File: src/rtl/alu_pkg.sv
// Shared ALU op-code definitions and output-stage state type, used by the ALU,
// the decoder and the round-robin arbiter.
package alu_pkg;
  localparam int ALU_SEL_W = 4;

  localparam logic [ALU_SEL_W-1:0] ALU_ADD  = 4'b0000;
  localparam logic [ALU_SEL_W-1:0] ALU_SUB  = 4'b0001;
  localparam logic [ALU_SEL_W-1:0] ALU_AND  = 4'b0010;
  localparam logic [ALU_SEL_W-1:0] ALU_OR   = 4'b0011;
  localparam logic [ALU_SEL_W-1:0] ALU_XOR  = 4'b0100;
  localparam logic [ALU_SEL_W-1:0] ALU_NOR  = 4'b0101;
  localparam logic [ALU_SEL_W-1:0] ALU_SLT  = 4'b0110;
  localparam logic [ALU_SEL_W-1:0] ALU_SLTU = 4'b0111;
  localparam logic [ALU_SEL_W-1:0] ALU_SLL  = 4'b1000;
  localparam logic [ALU_SEL_W-1:0] ALU_SRL  = 4'b1001;
  localparam logic [ALU_SEL_W-1:0] ALU_SRA  = 4'b1010;
  localparam logic [ALU_SEL_W-1:0] ALU_SEL_MAX = 4'b1010;

  typedef enum logic {
    OUT_EMPTY = 1'b0,
    OUT_FULL  = 1'b1
  } out_state_e;
endpackage

File: src/rtl/alu.sv
// 32-bit combinational ALU; op codes above ALU_SEL_MAX produce zero.
module alu
  import alu_pkg::*;
(
  input  logic [31:0]          A,
  input  logic [31:0]          B,
  input  logic [ALU_SEL_W-1:0] ALU_SEL,
  output logic [31:0]          ALU_OUT
);
  logic [4:0] shamt;
  assign shamt = B[4:0];

  always_comb begin
    ALU_OUT = '0;
    case (ALU_SEL)
      ALU_ADD:  ALU_OUT = A + B;
      ALU_SUB:  ALU_OUT = A - B;
      ALU_AND:  ALU_OUT = A & B;
      ALU_OR:   ALU_OUT = A | B;
      ALU_XOR:  ALU_OUT = A ^ B;
      ALU_NOR:  ALU_OUT = ~(A | B);
      ALU_SLT:  ALU_OUT = {31'd0, ($signed(A) < $signed(B))};
      ALU_SLTU: ALU_OUT = {31'd0, (A < B)};
      ALU_SLL:  ALU_OUT = A << shamt;
      ALU_SRL:  ALU_OUT = A >> shamt;
      ALU_SRA:  ALU_OUT = $unsigned($signed(A) >>> shamt);
      default:  ALU_OUT = '0;
    endcase
  end
endmodule

File: src/rtl/alu_rr_arbiter.sv
// Two-port round-robin front end for one shared ALU with a single-entry
// registered result stage and saturating per-port grant counters.
module alu_rr_arbiter
  import alu_pkg::*;
#(
  parameter int DW    = 32,
  parameter int TAG_W = 5,
  parameter int CNT_W = 16
) (
  input  logic                 clk,
  input  logic                 reset,
  input  logic                 req0_valid,
  output logic                 req0_ready,
  input  logic [DW-1:0]        req0_a,
  input  logic [DW-1:0]        req0_b,
  input  logic [ALU_SEL_W-1:0] req0_sel,
  input  logic [TAG_W-1:0]     req0_tag,
  input  logic                 req1_valid,
  output logic                 req1_ready,
  input  logic [DW-1:0]        req1_a,
  input  logic [DW-1:0]        req1_b,
  input  logic [ALU_SEL_W-1:0] req1_sel,
  input  logic [TAG_W-1:0]     req1_tag,
  output logic                 rsp_valid,
  input  logic                 rsp_ready,
  output logic [DW-1:0]        rsp_data,
  output logic                 rsp_src,
  output logic [TAG_W-1:0]     rsp_tag,
  output logic                 rsp_illegal,
  output logic [CNT_W-1:0]     cnt0,
  output logic [CNT_W-1:0]     cnt1
);
  out_state_e state, state_nxt;
  logic last_grant;
  logic grant0, grant1, can_accept, acc0, acc1, accept;
  logic [DW-1:0] mux_a, mux_b, alu_out;
  logic [ALU_SEL_W-1:0] mux_sel;
  logic [TAG_W-1:0] mux_tag;

  // On a tie the port that did not win the last accept gets the grant.
  assign grant0 = req0_valid & (!req1_valid | last_grant);
  assign grant1 = req1_valid & (!req0_valid | !last_grant);

  assign can_accept = (state == OUT_EMPTY) | rsp_ready;
  assign req0_ready = grant0 & can_accept & !reset;
  assign req1_ready = grant1 & can_accept & !reset;
  assign acc0       = req0_valid & req0_ready;
  assign acc1       = req1_valid & req1_ready;
  assign accept     = acc0 | acc1;

  assign mux_a   = grant1 ? req1_a   : req0_a;
  assign mux_b   = grant1 ? req1_b   : req0_b;
  assign mux_sel = grant1 ? req1_sel : req0_sel;
  assign mux_tag = grant1 ? req1_tag : req0_tag;

  alu u_alu (
    .A       (mux_a),
    .B       (mux_b),
    .ALU_SEL (mux_sel),
    .ALU_OUT (alu_out)
  );

  always_comb begin
    state_nxt = state;
    case (state)
      OUT_EMPTY: if (accept) state_nxt = OUT_FULL;
      OUT_FULL:  if (rsp_ready && !accept) state_nxt = OUT_EMPTY;
      default:   state_nxt = OUT_EMPTY;
    endcase
  end

  always_ff @(posedge clk) begin
    if (reset) state <= OUT_EMPTY;
    else       state <= state_nxt;
  end

  assign rsp_valid = (state == OUT_FULL);

  // Payload registers only load on accept, so a drained stage keeps its data.
  always_ff @(posedge clk) begin
    if (reset) begin
      rsp_data    <= '0;
      rsp_src     <= 1'b0;
      rsp_tag     <= '0;
      rsp_illegal <= 1'b0;
      last_grant  <= 1'b1;
    end else if (accept) begin
      rsp_data    <= alu_out;
      rsp_src     <= acc1;
      rsp_tag     <= mux_tag;
      rsp_illegal <= (mux_sel > ALU_SEL_MAX);
      last_grant  <= acc1;
    end
  end

  always_ff @(posedge clk) begin
    if (reset) begin
      cnt0 <= '0;
      cnt1 <= '0;
    end else begin
      if (acc0 && (cnt0 != {CNT_W{1'b1}})) cnt0 <= cnt0 + 1'b1;
      if (acc1 && (cnt1 != {CNT_W{1'b1}})) cnt1 <= cnt1 + 1'b1;
    end
  end
endmodule

File: config.mk
export PLATFORM = sky130hd
export DESIGN_NAME = alu_rr_arbiter
export DESIGN_NICKNAME = d
export VERILOG_FILES = /design/src/rtl/alu_pkg.sv /design/src/rtl/alu.sv /design/src/rtl/alu_rr_arbiter.sv
export SDC_FILE = /design/constraint.sdc
export NUM_CORES = 1
export LEC_CHECK = 0
export ABC_AREA = 1
export CORE_MARGIN = 3
export CORE_UTILIZATION = 40
export CTS_BUF_LIST = sky130_fd_sc_hd__clkbuf_4 sky130_fd_sc_hd__clkbuf_8
export CTS_CLUSTER_DIAMETER = 80
export DETAILED_ROUTE_END_ITERATION = 16
export GPL_TIMING_DRIVEN = 0
export MAX_ROUTING_LAYER = met4
export PLACE_DENSITY_LB_ADDON = 0.3
export SLEW_MARGIN = 15
export SYNTH_ARGS = -nofsm -noshare
export SYNTH_HDL_FRONTEND = slang
export SYNTH_SLANG_ARGS = --single-unit
File: constraint.sdc
create_clock -name clk -period 7.45 [get_ports clk]
set_input_delay 1.49 -clock clk [delete_from_list [all_inputs] [get_ports clk]]
set_output_delay 1.49 -clock clk [all_outputs]
set_load 0.1 [all_outputs]
# Yosys cells after proc, flatten, opt, wreduce, memory -nomap -nowiden
# Cells that the tools add are included.
[op_classes]
addsub = 4
magnitude_cmp = 3
n_eq_ne = 12
n_shift = 3
mux = 8
bitwise_logic = 17
n_reduce_logical = 9
[op_table]
columns = ["op", "count"]
rows = [
  ["32-bit one-hot mux with 11 select lines", 1],
  ["32-bit less-than comparator", 2],
  ["32-bit two-way mux", 2],
  ["16-bit by 1-bit adder with 16-bit output, second input constant", 2],
  ["32-bit adder", 1],
  ["32-bit AND", 1],
  ["16-bit != test, second input constant", 2],
  ["32-bit inverter", 1],
  ["32-bit bitwise OR", 1],
  ["32-bit by 5-bit left shift with 32-bit output", 1],
  ["32-bit by 5-bit >> shifter with 32-bit output", 1],
  ["32-bit by 5-bit >>> shifter with 32-bit output", 1],
  ["32-bit subtractor", 1],
  ["32-bit bitwise XOR", 1],
  ["4-bit by 3-bit equality test with 1-bit output, second input constant", 4],
  ["4-bit equality test, second input constant", 3],
  ["1-bit AND", 8],
  ["4-bit by 2-bit equality test with 1-bit output, second input constant", 2],
  ["1-bit zero test", 5],
  ["5-bit two-way mux", 1],
  ["4-bit by 1-bit equality test with 1-bit output, second input constant", 1],
  ["4-bit greater-than comparator, second input constant", 1],
  ["4-bit zero test", 1],
  ["4-bit two-way mux", 1],
  ["other kinds (5)", 11],
]
[word_totals]
ff_bits = 73
wordCells = 64

# Depth between registers and ports, before layout
[depth]
word_depth = 11
depth_mapped = 25
ltp_nobuf = 23

# By module
# From an unflattened synthesis, not the netlist that was laid out.
[hier_totals]
cells_unflattened = 2884
area_unflattened_um2 = 14915.6
[modules_own_cells]
columns = ["module", "instances", "cells_each", "area_each_um2"]
rows = [
  ["alu", 1, 2154, 10470.0],
  ["alu_rr_arbiter", 1, 730, 4445.5],
]

# Worst setup path before layout
# No wires, ideal clock.
[synth_timing]
kind = "input port to flip-flop"
start = "input req1_valid"
end = "register rsp_data[13]"
arrival_ns = 4.284
setup_slack_ns = 3.034
stages = 21
path_buffers = 6
cell_sequence = "buf_4 nand2_8 buf_6 buf_4 clkbuf_1 clkbuf_1 nand2_1 o21ai_0 ha_1 clkbuf_1 a21oi_1 o21ai_0 a21oi_1 o21ai_1 or2_2 nand3_1 nand2_1 a21oi_1 nand3_1 nand2_1 a21oi_1"
[synth_between]
elab_chain_cells = 7
word_cells_on_any_way = 35
cone_classes = "add/sub: 2; eq/ne: 10; shift: 3; mux: 4; bitwise: 14; reduce/logical: 2"
[synth_rtl]
columns = ["item", "line_no", "rtl"]
rows = [
  ["start, declared", "alu_rr_arbiter.sv:18", "input logic req1_valid,"],
  ["parallel branches: the longest is 7 deep, another holds 32-bit subtractor", "n/a", ""],
  ["end signal, assigned", "alu_rr_arbiter.sv:88", "rsp_data <= alu_out;"],
  ["end, declared", "alu_rr_arbiter.sv:26", "output logic [DW-1:0] rsp_data,"],
]
# Several ways; the timed one is not identified.
# A chain may end at the register's enable or synchronous reset.

# Worst setup path after layout
[layout_timing]
start = "input req0_valid"
end = "register rsp_data[24]"
[layout_between]
elab_chain_cells = 7
word_cells_on_any_way = 35
cone_classes = "add/sub: 2; eq/ne: 10; shift: 3; mux: 4; bitwise: 14; reduce/logical: 2"
[layout_rtl]
columns = ["item", "line_no", "rtl"]
rows = [
  ["start, declared", "alu_rr_arbiter.sv:12", "input logic req0_valid,"],
  ["parallel branches: the longest is 7 deep, another holds 32-bit subtractor", "n/a", ""],
]
# Several ways; the timed one is not identified.

==> impl_metrics.csv <==
group,metric,value,unit
sta,min_period,7.05,ns
power,cellInternalPower,1.08,mW
global_route,grt_pass1_wl,119,mm
clocking,cts_root_buf,"clkbuf_8",
sta,relSlewSlack,0.299,
clocking,clk_latency,0.36,ns
logic_synthesis,synth-compound-area-share,0.180,
routing,dr_total_vias,20000,
logic_synthesis,yosys.area_share.simple,0.478,
logic_synthesis,synth-xor-area-share,0.00436,
sta,hold_viol_final,0,
power,switching_power,1.50,mW
clocking,htreeDepth,3,
routing,drc,0,
power,power_density,151,nW/µm²
routing,drtAntennaViolNets,0,
logic_synthesis,yosysTopAreaCell,"nand2_1",
routing,vias_per_cell,5.99,
floorplan,fp-row-count,68,
clocking,path_clk_slew,0.08,ns
clocking,clock_sink_count,73,
clocking,cts_buffers,9,
global_route,grt_pass1_vias,18900,
global_route,grt_use_total,0.429,
logic_synthesis,synthDistinctLibCells,55,
logic_synthesis,synth_nets,2901,
power,peakVddDrop,0.151,mV
sta,rsz0062_at_grt,"no",
placed_design,place_hpwl,68.5,mm
global_route,grt_max_degree,13,
global_route,antenna_found_initial,0,
clocking,max-clock-path-buffers,2,
routing,wl_per_cell,24.7,µm
logic_synthesis,synthDominantCellAreaShare,0.210,
logic_synthesis,synth_top_family_by_area,"simple AND/OR/NAND/NOR gates",
floorplan,start_util,0.406,
power,swShare,0.582,
run_status,status,"finished clean",
cells_and_area,synthToLayoutAreaGrowth,21.4,%
routing,firstDrtPassIters,7,
power,power.leakage,8.16,nW
routing,wl,82.4,mm
run,maxCapViolCount,0,
logic_synthesis,ys_warn_count,0,
cells_and_area,final_cell_area,17100,µm²
sta,report.final.setup_viol,0,
logic_synthesis,synthArstFlopShare,0,
floorplan,dieArea,37400,µm²
routing,drt-initial-drc-count,2485,
logic_synthesis,synth_top_flop_cell,"dfxtp_1",
sta,fin_skew,0.00793,ns
placed_design,place.gp.congestion,1.15,
power,finalPower,2.58,mW
min_path,hp-class,"register to register",
sta,drv_slew,0,
worst_setup_path,timing.critical_path.required,7.74,ns
logic_synthesis,synth_seq_area_share,0.104,
global_route,overflow,0,
cells_and_area,antennaDiodeCount,0,
sta,tns,0,ns
logic_synthesis,synthesis.area,14100,µm²
sta,max_freq,0.142,GHz
cells_and_area,layout-drive-gt1-share,0.0541,
logic_synthesis,synth_enable_flop_cells,0,
power,seqPwrFrac,0.163,
sta,tightest_slew,1.05,ns
logic_synthesis,synthMuxAreaShare,0,
power,power_frac_clock,0.128,
logic_synthesis,synth.area.top_cells,"nand2_1 21%, nand3_1 14%, dfxtp_1 10%",
logic_synthesis,ys_ff_latch,73,
clocking,cts.hold.buffers_added,0,
clocking,cts_tree,"built",
floorplan,fp.coreArea,34600,µm²
floorplan,die_w,194,µm
worst_setup_path,crit_fanout,10,
worst_setup_path,critical_path.endpoint_type,"register",
floorplan,pin_count,225,
logic_synthesis,postSynthAreaPerCell,5.32,µm²
clocking,cts-resized-gates,0,
placed_design,placed_area,16900,µm²
logic_synthesis,synth-adder-area-share,0.0963,
worst_setup_path,cp-start-kind,"input pin",
worst_setup_path,worstPathArrival,7.35,ns
sta,timing.final.crit_share,0.947,
cells_and_area,nets,3135,
placed_design,port_buffers,223,
power,pwr-share-comb,0.709,
worst_setup_path,crit_type,"input pin to register",
clocking,post_cts_buffers,0,
logic_synthesis,netlist_instances,2643,
floorplan,die_h,194,µm
## flip-flops by register name (all words and copies together), names as in the netlist
signal       cells
cnt0            16
rsp_data        32
rsp_src          1
rsp_illegal      1
cnt1            16
rsp_valid        1
last_grant       1
rsp_tag          5
## cell type report
cell class | instances | area (µm²)
clock buffer | 12 | 159
timing repair buffer | 223 | 2230
buffer | 128 | 671
multi-input combinational | 2106 | 10700
inverter | 336 | 1260
sequential | 73 | 1460
tap | 455 | 569
clock inverter | 4 | 51.3
fill | 3774 | 17600
## logic make-up after synthesis
logic type                 Yosys count
buffers and inverters              464
and+or+nand+nor                   1542
adders and majority gates          107
AOI/OAI and AO/OA                  450
DFF                                 73
xor gates and xnor gates             7
## synthesized netlist by cell type (4+ instances only)
cell,instances
a211oi_1,6
a21boi_0,6
a21o_1,10
a21oi_1,160
a31oi_1,14
buf_1,8
buf_2,40
buf_4,15
buf_6,9
clkbuf_1,55
dfxtp_1,73
ha_1,105
inv_1,319
inv_2,15
nand2_1,785
nand2_2,16
nand2_4,4
nand3_1,397
nand3b_1,21
nand4_1,27
nor2_1,214
nor2_2,5
nor3_1,41
nor4_1,5
o2111ai_1,6
o211ai_1,11
o21a_1,5
o21ai_0,146
o21ai_1,38
o21ai_2,13
o21bai_1,10
o22ai_1,17
or2_2,7
xor2_1,6
## worst paths after layout
path                     start            to  slack (ns)  depth (start not counted)
setup / recovery    req0_valid  rsp_data[24]        0.40                         21
setup reg to reg    last_grant  rsp_data[24]        1.66                         20
hold / removal    rsp_data[24]  rsp_data[24]        0.47                          2
hold reg to reg   rsp_data[24]  rsp_data[24]        0.47                          2
## stage by stage
step                worst slack (ns)   util  hold WS, ns  instances
floorplan                       3.03      -        0.523       2643
global placement               0.338  0.487        0.456       3321
detailed placement             0.283  0.487        0.459       3321
CTS                            0.635  0.493        0.469       3337
global route                   0.294  0.493        0.492       3337
finish                         0.395  0.493        0.471       3337
## metal layers
metal / wire [µm] / global-route usage / vias to the layer above
met2: 36200 / 0.673 / 1307
met1: 31300 / 0.506 / 9251
met5: 0 / - / -
li1: - / - / 9094
met3: 7660 / 0.0674 / 337
met4: 7310 / 0.295 / 0
## power by group through the flow
stage	registers, mW	clock network [mW]	logic, mW
global placement	0.427	0	1.74
detailed placement	0.428	0	1.75
global route	0.422	0.345	1.93
CTS	0.419	0.329	1.75
floorplan	0.558	0	0.970
finish	0.420	0.330	1.83
## placed cells by master, fill, tap and decap left out, types with 4 or more instances in the layout
| cell | Yosys | layout |
|---|---|---|
| a21boi_0 | 6 | 6 |
| nand3b_1 | 21 | 21 |
| o21ai_2 | 13 | 13 |
| buf_1 | 8 | 8 |
| clkdlybuf4s50_1 | 0 | 223 |
| o21bai_1 | 10 | 10 |
| buf_2 | 40 | 40 |
| o21a_1 | 5 | 5 |
| inv_2 | 15 | 15 |
| o2111ai_1 | 6 | 6 |
| buf_4 | 15 | 15 |
| clkbuf_1 | 55 | 55 |
| nor2_1 | 214 | 214 |
| a211oi_1 | 6 | 6 |
| o21ai_0 | 146 | 146 |
| nor2_2 | 5 | 5 |
| a21oi_1 | 160 | 160 |
| nand4_1 | 27 | 27 |
| ha_1 | 105 | 105 |
| buf_6 | 9 | 9 |
| a21o_1 | 10 | 10 |
| o22ai_1 | 17 | 17 |
| o21ai_1 | 38 | 38 |
| or2_2 | 7 | 7 |
| inv_1 | 319 | 319 |
| nand3_1 | 397 | 397 |
| nor3_1 | 41 | 41 |
| nand2_4 | 4 | 4 |
| clkbuf_8 | 0 | 11 |
| nand2_1 | 785 | 785 |
| dfxtp_1 | 73 | 73 |
| xor2_1 | 6 | 6 |
| o211ai_1 | 11 | 11 |
| nand2_2 | 16 | 16 |
| nor4_1 | 5 | 5 |
| a31oi_1 | 14 | 14 |
## critical path: stages
cell and delay (ns):
clkdlybuf4s50_1 0.53, nand2_4 0.17, nand2_8 0.18, buf_6 0.20, buf_4 0.22, clkbuf_1 0.66
clkbuf_1 0.85, nand2_1 0.09, o21ai_0 0.27, ha_1 0.33, clkbuf_1 0.29, a21oi_1 0.40
o21ai_0 0.38, o21bai_1 0.28, a21oi_1 0.11, o21ai_0 0.23, a21oi_1 0.18, o21ai_0 0.10
nand3_1 0.14, nand2_1 0.07, a21oi_1 0.12
Note: power is estimated with default switching activity, not from simulation.
